===== config.mk =====
export PLATFORM = sky130hd
export DESIGN_NAME = load_store_unit
export DESIGN_NICKNAME = d
export VERILOG_FILES = /design/src/rtl/load_store_unit.sv
export SDC_FILE = /design/constraint.sdc
export NUM_CORES = 1
export LEC_CHECK = 0
export ABC_AREA = 1
export ABC_CLOCK_PERIOD_IN_PS = 1600
export CAP_MARGIN = 20
export CORE_MARGIN = 10
export CORE_UTILIZATION = 46
export CTS_BUF_LIST = sky130_fd_sc_hd__clkbuf_4 sky130_fd_sc_hd__clkbuf_8
export CTS_CLUSTER_DIAMETER = 150
export DETAILED_ROUTE_END_ITERATION = 16
export PLACE_DENSITY_LB_ADDON = 0.25
export SETUP_SLACK_MARGIN = 0.2
export SLEW_MARGIN = 20
export SYNTH_ARGS = -nofsm -noshare
export SYNTH_HDL_FRONTEND = slang
export SYNTH_SLANG_ARGS = --single-unit

===== constraint.sdc =====
create_clock -name CLK -period 1.6 [get_ports CLK]
set_input_delay 0.4 -clock CLK [delete_from_list [all_inputs] [get_ports CLK]]
set_output_delay 0.4 -clock CLK [all_outputs]
set_load 0.005 [all_outputs]

===== src/rtl/load_store_unit.sv =====
// Load/store unit: IDLE/REQ/RESP handshake to a word-addressed memory with lane steering,
// load extension, a 16-cycle timeout and reset abort. Macro LSU_MISALIGN_TRAP_EN traps unaligned half/word accesses.
module load_store_unit (
  input  logic        CLK,
  input  logic        RST,
  input  logic        START,
  input  logic        MEM_WE,
  input  logic [2:0]  FUNCT3,
  input  logic [31:0] ALU_Salida,
  input  logic [31:0] RS2_DATA,
  output logic        BUSY,
  output logic        DONE,
  output logic        ERR,
  output logic        MISALIGN,
  output logic [31:0] LOAD_DATA,
  output logic        MEM_REQ,
  output logic        MEM_WR,
  output logic [31:0] MEM_ADDR,
  output logic [31:0] MEM_WDATA,
  output logic [3:0]  MEM_BE,
  input  logic [31:0] MEM_RDATA,
  input  logic        MEM_ACK
);

  typedef enum logic [1:0] {IDLE, REQ, RESP} state_t;

  state_t      r_state;
  logic [5:0]  r_wait_cnt;
  logic        r_is_store;
  logic [2:0]  r_funct3;
  logic [1:0]  r_offset;
  logic        r_busy, r_done, r_err, r_misalign;
  logic [31:0] r_load_data;
  logic        r_mem_req, r_mem_wr;
  logic [31:0] r_mem_addr, r_mem_wdata;
  logic [3:0]  r_mem_be;

  logic        w_invalid, w_misaligned, w_trap;
  logic [1:0]  w_offset;
  logic [3:0]  w_be;
  logic [31:0] w_wdata;
  logic [31:0] w_shifted;
  logic [7:0]  w_byte;
  logic [15:0] w_half;
  logic [31:0] w_load_ext;

  // Request decode on the execute-stage inputs, used only at the START capture.
  assign w_invalid    = (FUNCT3 == 3'b011) || (FUNCT3 == 3'b110) || (FUNCT3 == 3'b111);
  assign w_misaligned = ((FUNCT3[1:0] == 2'b01) && ALU_Salida[0]) ||
                        ((FUNCT3[1:0] == 2'b10) && (ALU_Salida[1:0] != 2'b00));
  // An unaligned half/word that is allowed to proceed falls back to lane 0.
  assign w_offset     = w_misaligned ? 2'b00 : ALU_Salida[1:0];

`ifdef LSU_MISALIGN_TRAP_EN
  assign w_trap = w_misaligned;
`else
  assign w_trap = 1'b0;
`endif

  always_comb begin
    w_be    = 4'b1111;
    w_wdata = RS2_DATA;
    if (MEM_WE) begin
      case (FUNCT3[1:0])
        2'b00: begin
          w_be    = 4'b0001 << w_offset;
          w_wdata = {4{RS2_DATA[7:0]}};
        end
        2'b01: begin
          w_be    = w_offset[1] ? 4'b1100 : 4'b0011;
          w_wdata = {2{RS2_DATA[15:0]}};
        end
        default: ;
      endcase
    end
  end

  assign w_shifted = MEM_RDATA >> {r_offset, 3'b000};
  assign w_byte    = w_shifted[7:0];
  assign w_half    = r_offset[1] ? MEM_RDATA[31:16] : MEM_RDATA[15:0];

  always_comb begin
    case (r_funct3)
      3'b000:  w_load_ext = {{24{w_byte[7]}}, w_byte};
      3'b100:  w_load_ext = {24'b0, w_byte};
      3'b001:  w_load_ext = {{16{w_half[15]}}, w_half};
      3'b101:  w_load_ext = {16'b0, w_half};
      default: w_load_ext = MEM_RDATA;
    endcase
  end

  // NOTE: sequential state uses non-blocking assignments so every register samples pre-edge values.
  always_ff @(posedge CLK) begin
    if (RST) begin
      r_state     <= IDLE;
      r_wait_cnt  <= '0;
      r_is_store  <= 1'b0;
      r_funct3    <= '0;
      r_offset    <= '0;
      r_busy      <= 1'b0;
      r_done      <= 1'b0;
      r_err       <= 1'b0;
      r_misalign  <= 1'b0;
      r_load_data <= '0;
      r_mem_req   <= 1'b0;
      r_mem_wr    <= 1'b0;
      r_mem_addr  <= '0;
      r_mem_wdata <= '0;
      r_mem_be    <= '0;
    end else begin
      r_done     <= 1'b0;
      r_err      <= 1'b0;
      r_misalign <= 1'b0;
      case (r_state)
        IDLE: begin
          if (START) begin
            r_is_store <= MEM_WE;
            r_funct3   <= FUNCT3;
            r_offset   <= w_offset;
            r_busy     <= 1'b1;
            if (w_invalid) begin
              r_state <= RESP;
              r_done  <= 1'b1;
              r_err   <= 1'b1;
            end else if (w_trap) begin
              r_state    <= RESP;
              r_done     <= 1'b1;
              r_misalign <= 1'b1;
            end else begin
              r_state     <= REQ;
              r_wait_cnt  <= '0;
              r_mem_req   <= 1'b1;
              r_mem_wr    <= MEM_WE;
              r_mem_addr  <= {ALU_Salida[31:2], 2'b00};
              r_mem_be    <= w_be;
              r_mem_wdata <= w_wdata;
            end
          end
        end
        REQ: begin
          if (MEM_ACK) begin
            r_state   <= RESP;
            r_done    <= 1'b1;
            r_mem_req <= 1'b0;
            r_mem_wr  <= 1'b0;
            if (!r_is_store) r_load_data <= w_load_ext;
          end else if (r_wait_cnt == 6'd15) begin
            // Sixteenth unanswered request cycle: give up with an error.
            r_wait_cnt <= 6'd16;
            r_state    <= RESP;
            r_done     <= 1'b1;
            r_err      <= 1'b1;
            r_mem_req  <= 1'b0;
            r_mem_wr   <= 1'b0;
            if (!r_is_store) r_load_data <= '0;
          end else begin
            r_wait_cnt <= r_wait_cnt + 6'd1;
          end
        end
        RESP: begin
          r_state <= IDLE;
          r_busy  <= 1'b0;
        end
        default: r_state <= IDLE;
      endcase
    end
  end

  assign BUSY      = r_busy;
  assign DONE      = r_done;
  assign ERR       = r_err;
  assign MISALIGN  = r_misalign;
  assign LOAD_DATA = r_load_data;
  assign MEM_REQ   = r_mem_req;
  assign MEM_WR    = r_mem_wr;
  assign MEM_ADDR  = r_mem_addr;
  assign MEM_WDATA = r_mem_wdata;
  assign MEM_BE    = r_mem_be;

endmodule


==> results by group, run 1 <==
Layout
  • Post-Layout Inst Area: 8930 sq um
  • Most common cell after layout, fill and taps aside: nor2_1
  • Share of layout cells above drive strength 1: 35.2%
  • Final Non-Filler Cells: 1239
  • Register area: 2450 sq um
  • Area of the multi-input gates: 2860 sq um
  • Fillers: 843
  • Commonest cells after routing, fill and taps aside: nor2_1 (158), nand2_1 (136), clkdlybuf4s50_1 (98)
  • Fin util: 76.9%
  • Synth-to-Final Area Change: 61.3%
  • Final net count: 1187

Worst setup path
  • Slowest stage cell, crit path: dfxtp_2
  • Arr. time, crit path: 2040 ps
  • Most frequent CP cell: nand2_2
  • Worst path top cell family by delay: simple AND/OR/NAND/NOR gates
  • Crit-path max cell delay: 360 ps
  • Reg-to-reg slack, setup: -70 ps
  • Crit-path cells: ha_4 -> nand2_4 -> nor2_4 -> nand2_2 -> nand2_2 -> nand3_4 -> buf_6 -> buf_16 -> nor2_1 -> nand2_1 -> a21oi_2
  • Critical path type: reg2reg
  • Crit end category: register
  • Critical path buffer and inverter count: 2
  • Required @ worst endpoint: 1970 ps
  • Top fanout value on the critical path: 9
  • CP startpoint kind: register

Yosys
  • Warnings, synthesis: 0
  • Post-synth top area share: 42.3%
  • Leading post-synthesis cells by cell area: dfxtp_1 (42%), nor2_1 (11%), nand2_1 (11%)
  • Cells after synthesis: 823
  • Sequential-to-total area share from yosys stat: 42.3%
  • Syn avg cell area: 6.72 sq um
  • Mapped cell area: 5530 sq um
  • Synth unique cells: 32
  • Seq cells post-synth: 117
  • Area leader, netlist: dfxtp_1

Die
  • IO Count: 210
  • Die H: 130 um
  • Row cnt: 39
  • Core Box Area: 11600 sq um
  • Total die area: 16800 sq um
  • Chip width: 130 um
  • Initial Util: 47.6%

STA
  • Final min period: 1670 ps
  • Max Clock Freq: 600 MHz
  • Post-route worst setup slack: -66.0 ps
  • Fin. max-slew vios: 0
  • Fin crit share: 104%
  • Clock Skew: 9.20 ps
  • Final setup viols: 21
  • Endpoints failing hold: 0
  • RSZ-0062 raised after global routing: yes
  • Hold WS: 363 ps

Power and ir drop
  • Net switching power: 0.00229 W
  • Switching share of power: 28.8%
  • Comb power frac: 23.7%
  • Seq pwr share: 41.3%
  • Pwr Density: 890 nW/um^2
  • Design Power: 0.00794 W
  • Clock share of power: 35.0%
  • Internal Power: 0.00565 W
  • Leak pwr: 4.17 nW
  • IR drop worst, VDD: 698 uV

Route
  • DRT iter0 DRCs: 477
  • # DRC: 0
  • Pre-Repair DR Iteration Count: 6
  • Final wirelength: 20.5 mm
  • WL/cell: 16.5 um
  • Via count: 6317
  • Routed vias/inst: 5.10
  • Post-DRT Antenna Nets: 0

Clock tree
  • Num Clock Sinks: 117
  • Clock latency on the worst-skew pair: 440 ps
  • # H-tree levels: 4
  • Clock slew at reported path FFs: 70 ps
  • Clock Root Buffer: clkbuf_8
  • Hold buffer count at CTS: 0
  • Clock tree buffer depth: 2
  • Cts bufs inserted: 17
  • CTS tree: yes

Placed design
  • Placed Area: 7910 sq um
  • RePlAce Congestion: 0.896
  • Port buffer count: 206
  • Dpl cells: 1165
  • Dpl hpwl: 13.5 mm

Flow run
  • MaxCap Viol Count: 0

GRT
  • Vias in the first global route: 6083
  • Antenna violations before repair: 3
  • First-pass GRT wire length: 30.1 mm
  • Largest net degree at the start of global routing: 44
  • GRT overflow: 0
  • Gr usage total: 22.3%

Hold path
  • Class of the worst hold path: in2reg

Outcome
  • Status: complete, but fails checks
  • Violated checks: negative setup slack
[area by class of cell]
class,instances,area share [%]
Tap cell,143,2.00
Antenna cell,3,0.0841
Clock inverter,10,1.49
Clock buffer,20,2.94
Multi-Input combinational cell,572,32.0
Inverter,87,3.77
Sequential cell,117,27.4
Timing Repair Buffer,287,30.3
[cell families after synthesis]
family	after synthesis	share of synthesized area, %
other	1	0.0678
adder cells (fa/ha/maj)	1	0.226
AO/OA/AOI/OAI	201	19.6
AND/OR/NAND/NOR	366	26.8
flip-flops	117	42.3
buffers and inverters	136	10.8
XOR/XNOR	1	0.158
[through the flow]
stage	setup WS, ps	TNS [ps]
6_report	-66.0	-554
5_1_grt	-168	-3710
4_1_cts	28.7	0
3_5_place_dp	-428	-29470
3_3_place_gp	-304	-23340
2_1_floorplan	201	0
[layer usage]
metal | vias to the layer above | GRT usage (%) | routed length [um]
met4 | 0 | 8.47 | 494
met2 | 271 | 37.3 | 10200
met5 | - | 0 | 0
li1 | 3140 | - | -
met1 | 2867 | 24.5 | 7760
met3 | 39 | 9.58 | 2050
[state kept, by name (all words and copies together) (netlist names)]
register	cells
r_is_store	1
ERR	1
r_state	2
MEM_ADDR	30
DONE	1
r_offset	2
r_wait_cnt	6
MEM_REQ	1
MEM_WR	1
MEM_WDATA	32
r_funct3	3
LOAD_DATA	32
BUSY	1
MEM_BE	4
[Yosys cell counts, drive strengths merged]
cell type	n
nand3	15
inv	86
nor3b	2
o22ai	8
a31oi	13
a21oi	65
o21ai	111
clkinv	1
clkbuf	13
nand2	166
o21a	1
dfxtp	117
xnor2	1
nor2	178
ha	1
or2	1
buf	36
o211ai	3
nor3	1
conb	1
nand4	3
[final timing paths]
check	start	endpoint	cells after the start
setup reg to reg	r_wait_cnt[0]$_SDFFE_PP0P_	LOAD_DATA[24]$_SDFFE_PP0P_	11
hold reg to reg	LOAD_DATA[21]$_SDFFE_PP0P_	LOAD_DATA[21]$_SDFFE_PP0P_	2
hold / removal	RST	r_offset[0]$_SDFFE_PP0P_	4
setup / recovery	r_wait_cnt[0]$_SDFFE_PP0P_	LOAD_DATA[24]$_SDFFE_PP0P_	11
[what timing repair did]
item                       4_1_cts  5_1_grt
hold endpoints to repair         0        0
resized for setup              368      204
setup buffers                   11       17
setup endpoints to repair      200      190
pin swaps                        2       27
cloned                           7        6
[worst register-to-register path, cell delays in order (launching register included)]
cell     delay [ps]
dfxtp_2         360
ha_4            160
nand2_4          60
nor2_4          150
nand2_2          80
nand2_2         100
nand3_4         120
buf_6           150
buf_16          140
nor2_1          100
nand2_1          80
a21oi_2         100
[power groups by stage]
stage / clock, W / sequential, W / combinational (W)
after CTS: 0.00279 / 0.00326 / 0.00176
final: 0.00278 / 0.00328 / 0.00188
after detailed placement: 0 / 0.00330 / 0.00170
after global routing: 0.00293 / 0.00331 / 0.00206
after global placement: 0 / 0.00330 / 0.00168
after floorplan: 0 / 0.00330 / 0.000774
(Power assumes the default switching activity.)
==> run 2: changes to the inputs <==
--- a/config.mk
+++ b/config.mk
@@ -13,6 +13,8 @@
 export CTS_BUF_LIST = sky130_fd_sc_hd__clkbuf_4 sky130_fd_sc_hd__clkbuf_8
 export CTS_CLUSTER_DIAMETER = 150
 export DETAILED_ROUTE_END_ITERATION = 16
+export GPL_ROUTABILITY_DRIVEN = 1
+export MAX_ROUTING_LAYER = met4
 export PLACE_DENSITY_LB_ADDON = 0.25
 export SETUP_SLACK_MARGIN = 0.2
 export SLEW_MARGIN = 20
==> results by group, run 2 (synthesis results as in run 1) <==
Worst setup path
  • Top fanout value on the critical path: 4 (-5)
  • Arr. time, crit path: 1930 ps (-110 ps)
  • Critical path type: reg2reg
  • Crit end category: register
  • CP startpoint kind: register
  • Required @ worst endpoint: 1960 ps (about the same)

STA
  • RSZ-0062 raised after global routing: yes
  • Max Clock Freq: 639 MHz (+6.4%)
  • Final setup viols: 0 (-100%)
  • Fin. max-slew vios: 0 (unchanged)
  • Endpoints failing hold: 0 (unchanged)
  • Setup Total Neg Slack: 0 ps (+554 ps)
  • Fin crit share: 97.8% (-6.3 points)
  • Post-route worst setup slack: 34.4 ps (+100 ps)
  • Clock Skew: 13.4 ps (+4.21 ps)
  • Final min period: 1570 ps (-100 ps)

Flow run
  • MaxCap Viol Count: 0 (unchanged)

Route
  • Post-DRT Antenna Nets: 0 (unchanged)
  • Routed vias/inst: 5.04 (-1.1%)
  • WL/cell: 16.1 um (-2.7%)
  • Final wirelength: 20.0 mm (-2.3%)
  • Via count: 6271 (-0.73%)
  • Pre-Repair DR Iteration Count: 5 (-1)
  • # DRC: 0 (unchanged)
  • DRT iter0 DRCs: 529 (+11%)

Clock tree
  • # H-tree levels: 4 (unchanged)
  • Clock slew at reported path FFs: 70 ps (about the same)
  • Cts bufs inserted: 17 (unchanged)
  • Clock latency on the worst-skew pair: 430 ps (about the same)
  • Num Clock Sinks: 117 (unchanged)
  • CTS tree: yes
  • Clock tree buffer depth: 2 (unchanged)
  • Hold buffer count at CTS: 0 (unchanged)
  • Clock Root Buffer: clkbuf_8

GRT
  • First-pass GRT wire length: 28.9 mm (-3.9%)
  • Largest net degree at the start of global routing: 44 (unchanged)
  • Vias in the first global route: 5866 (-3.6%)
  • GRT overflow: 0 (unchanged)
  • Gr usage total: 22.2% (-0.11 points)
  • Antenna violations before repair: 3 (unchanged)

Power and ir drop
  • Pwr Density: 881 nW/um^2 (-1.0%)
  • IR drop worst, VDD: 906 uV (+30%)
  • Leak pwr: 4.21 nW (+1.0%)

Hold path
  • Class of the worst hold path: in2reg

Layout
  • Synth-to-Final Area Change: 60.9%
  • Most common cell after layout, fill and taps aside: nor2_1
  • Register area: 2450 sq um (+0.20%)
  • Final Non-Filler Cells: 1244 (+0.40%)
  • Final net count: 1189 (+0.17%)
  • Fillers: 908 (+7.7%)
  • Commonest cells after routing, fill and taps aside: nor2_1 (156), nand2_1 (132), clkdlybuf4s50_1 (98)
  • Share of layout cells above drive strength 1: 37.1% (+1.9 points)
  • Area of the multi-input gates: 2900 sq um (+1.6%)

Die
  • Die H: 130 um (unchanged)
  • Chip width: 130 um (unchanged)
  • IO Count: 210 (unchanged)
  • Initial Util: 47.6% (unchanged)
  • Core Box Area: 11600 sq um (unchanged)
  • Row cnt: 39 (unchanged)
  • Total die area: 16800 sq um (unchanged)

Placed design
  • Dpl ws: -379 ps (+49.0 ps)
  • Dpl cells: 1173 (+0.69%)
  • Port buffer count: 206 (unchanged)
  • Dpl hpwl: 13.4 mm (-0.39%)
  • RePlAce Congestion: 0.900 (+0.45%)

Outcome
  • Status: finished clean
-- run 2: changes by cell type in the layout (fill, tap and decap cells not counted), sizes merged --
| cell | before | now |
|---|---|---|
| buf | 139 | 154 |
| bufinv | 3 | 2 |
| clkbuf | 40 | 46 |
| clkdlybuf4s15 | 26 | 6 |
| clkinv | 4 | 8 |
| clkinvlp | 3 | 4 |
| diode | 3 | 4 |
| dlygate4sd2 | 3 | 2 |
| dlymetal6s2s | 1 | 2 |
| inv | 87 | 86 |
-- run 2: power by group --
part | leakage (nW) | switching [W] | internal [W]
sequential | 0.995 | 0.000124 | 0.00315
combinational | 3.03 | 0.000963 | 0.000918
clock | 0.193 | 0.00123 | 0.00145
total | 4.21 | 0.00232 | 0.00552
-- run 2: final timing paths --
| kind | end | slack (ps) | from | depth (start not counted) |
|---|---|---|---|---|
| setup / recovery | LOAD_DATA[19]$_SDFFE_PP0P_ | 30 | r_wait_cnt[1]$_SDFFE_PP0P_ | 11 |
| hold / removal | MEM_BE[1]$_SDFFE_PP0P_ | 370 | RST | 4 |
| setup reg to reg | LOAD_DATA[19]$_SDFFE_PP0P_ | 30 | r_wait_cnt[1]$_SDFFE_PP0P_ | 11 |
| hold reg to reg | LOAD_DATA[17]$_SDFFE_PP0P_ | 460 | LOAD_DATA[17]$_SDFFE_PP0P_ | 2 |
-- run 2: stage by stage --
stage | hold WS [ps] | utilization (%) | total power (W) | cell area [sq um]
after floorplan | 445 | - | 0.00407 | 5540
after global placement | 450 | 68.8 | 0.00502 | 7990
after detailed placement | 457 | 68.8 | 0.00503 | 7990
after CTS | 341 | 74.8 | 0.00772 | 8680
after global routing | 357 | 76.6 | 0.00822 | 8900
final | 370 | 76.7 | 0.00784 | 8900
-- run 2: critical path: stages (launching register included) --
cell,delay [ps]
dfxtp_2,360
ha_4,160
nand2_4,60
nor2_4,110
nand2_4,70
nand2_4,80
nand3_4,90
buf_12,160
buf_16,140
nor2_4,90
nand2_1,70
a21oi_2,120
-- run 2: final cells by class --
| cell class | instances | area share [%] |
|---|---|---|
| diodes | 4 | 0.112 |
| clock inverters | 13 | 1.49 |
| inverters | 87 | 3.81 |
| well taps | 143 | 2.01 |
| repair buffers | 289 | 29.5 |
| multi-input cells | 572 | 32.6 |
| flip-flops and latches | 117 | 27.6 |
| clock buffers | 19 | 2.94 |
-- run 2: timing repair --
action / CTS / global route
buffers inserted: 6 / 17
endpoints found under the setup margin: 197 / 172
cloned: 4 / 8
gates resized for setup: 408 / 202
pin swaps: 5 / 23
-- run 2: routing by layer --
layer / part of all wire, % / track usage [%]
met1: 39 / 24.1
met2: 51 / 36.1
met3: 8.8 / 9.05
met4: 2.0 / 7.28
met5: 0 / -
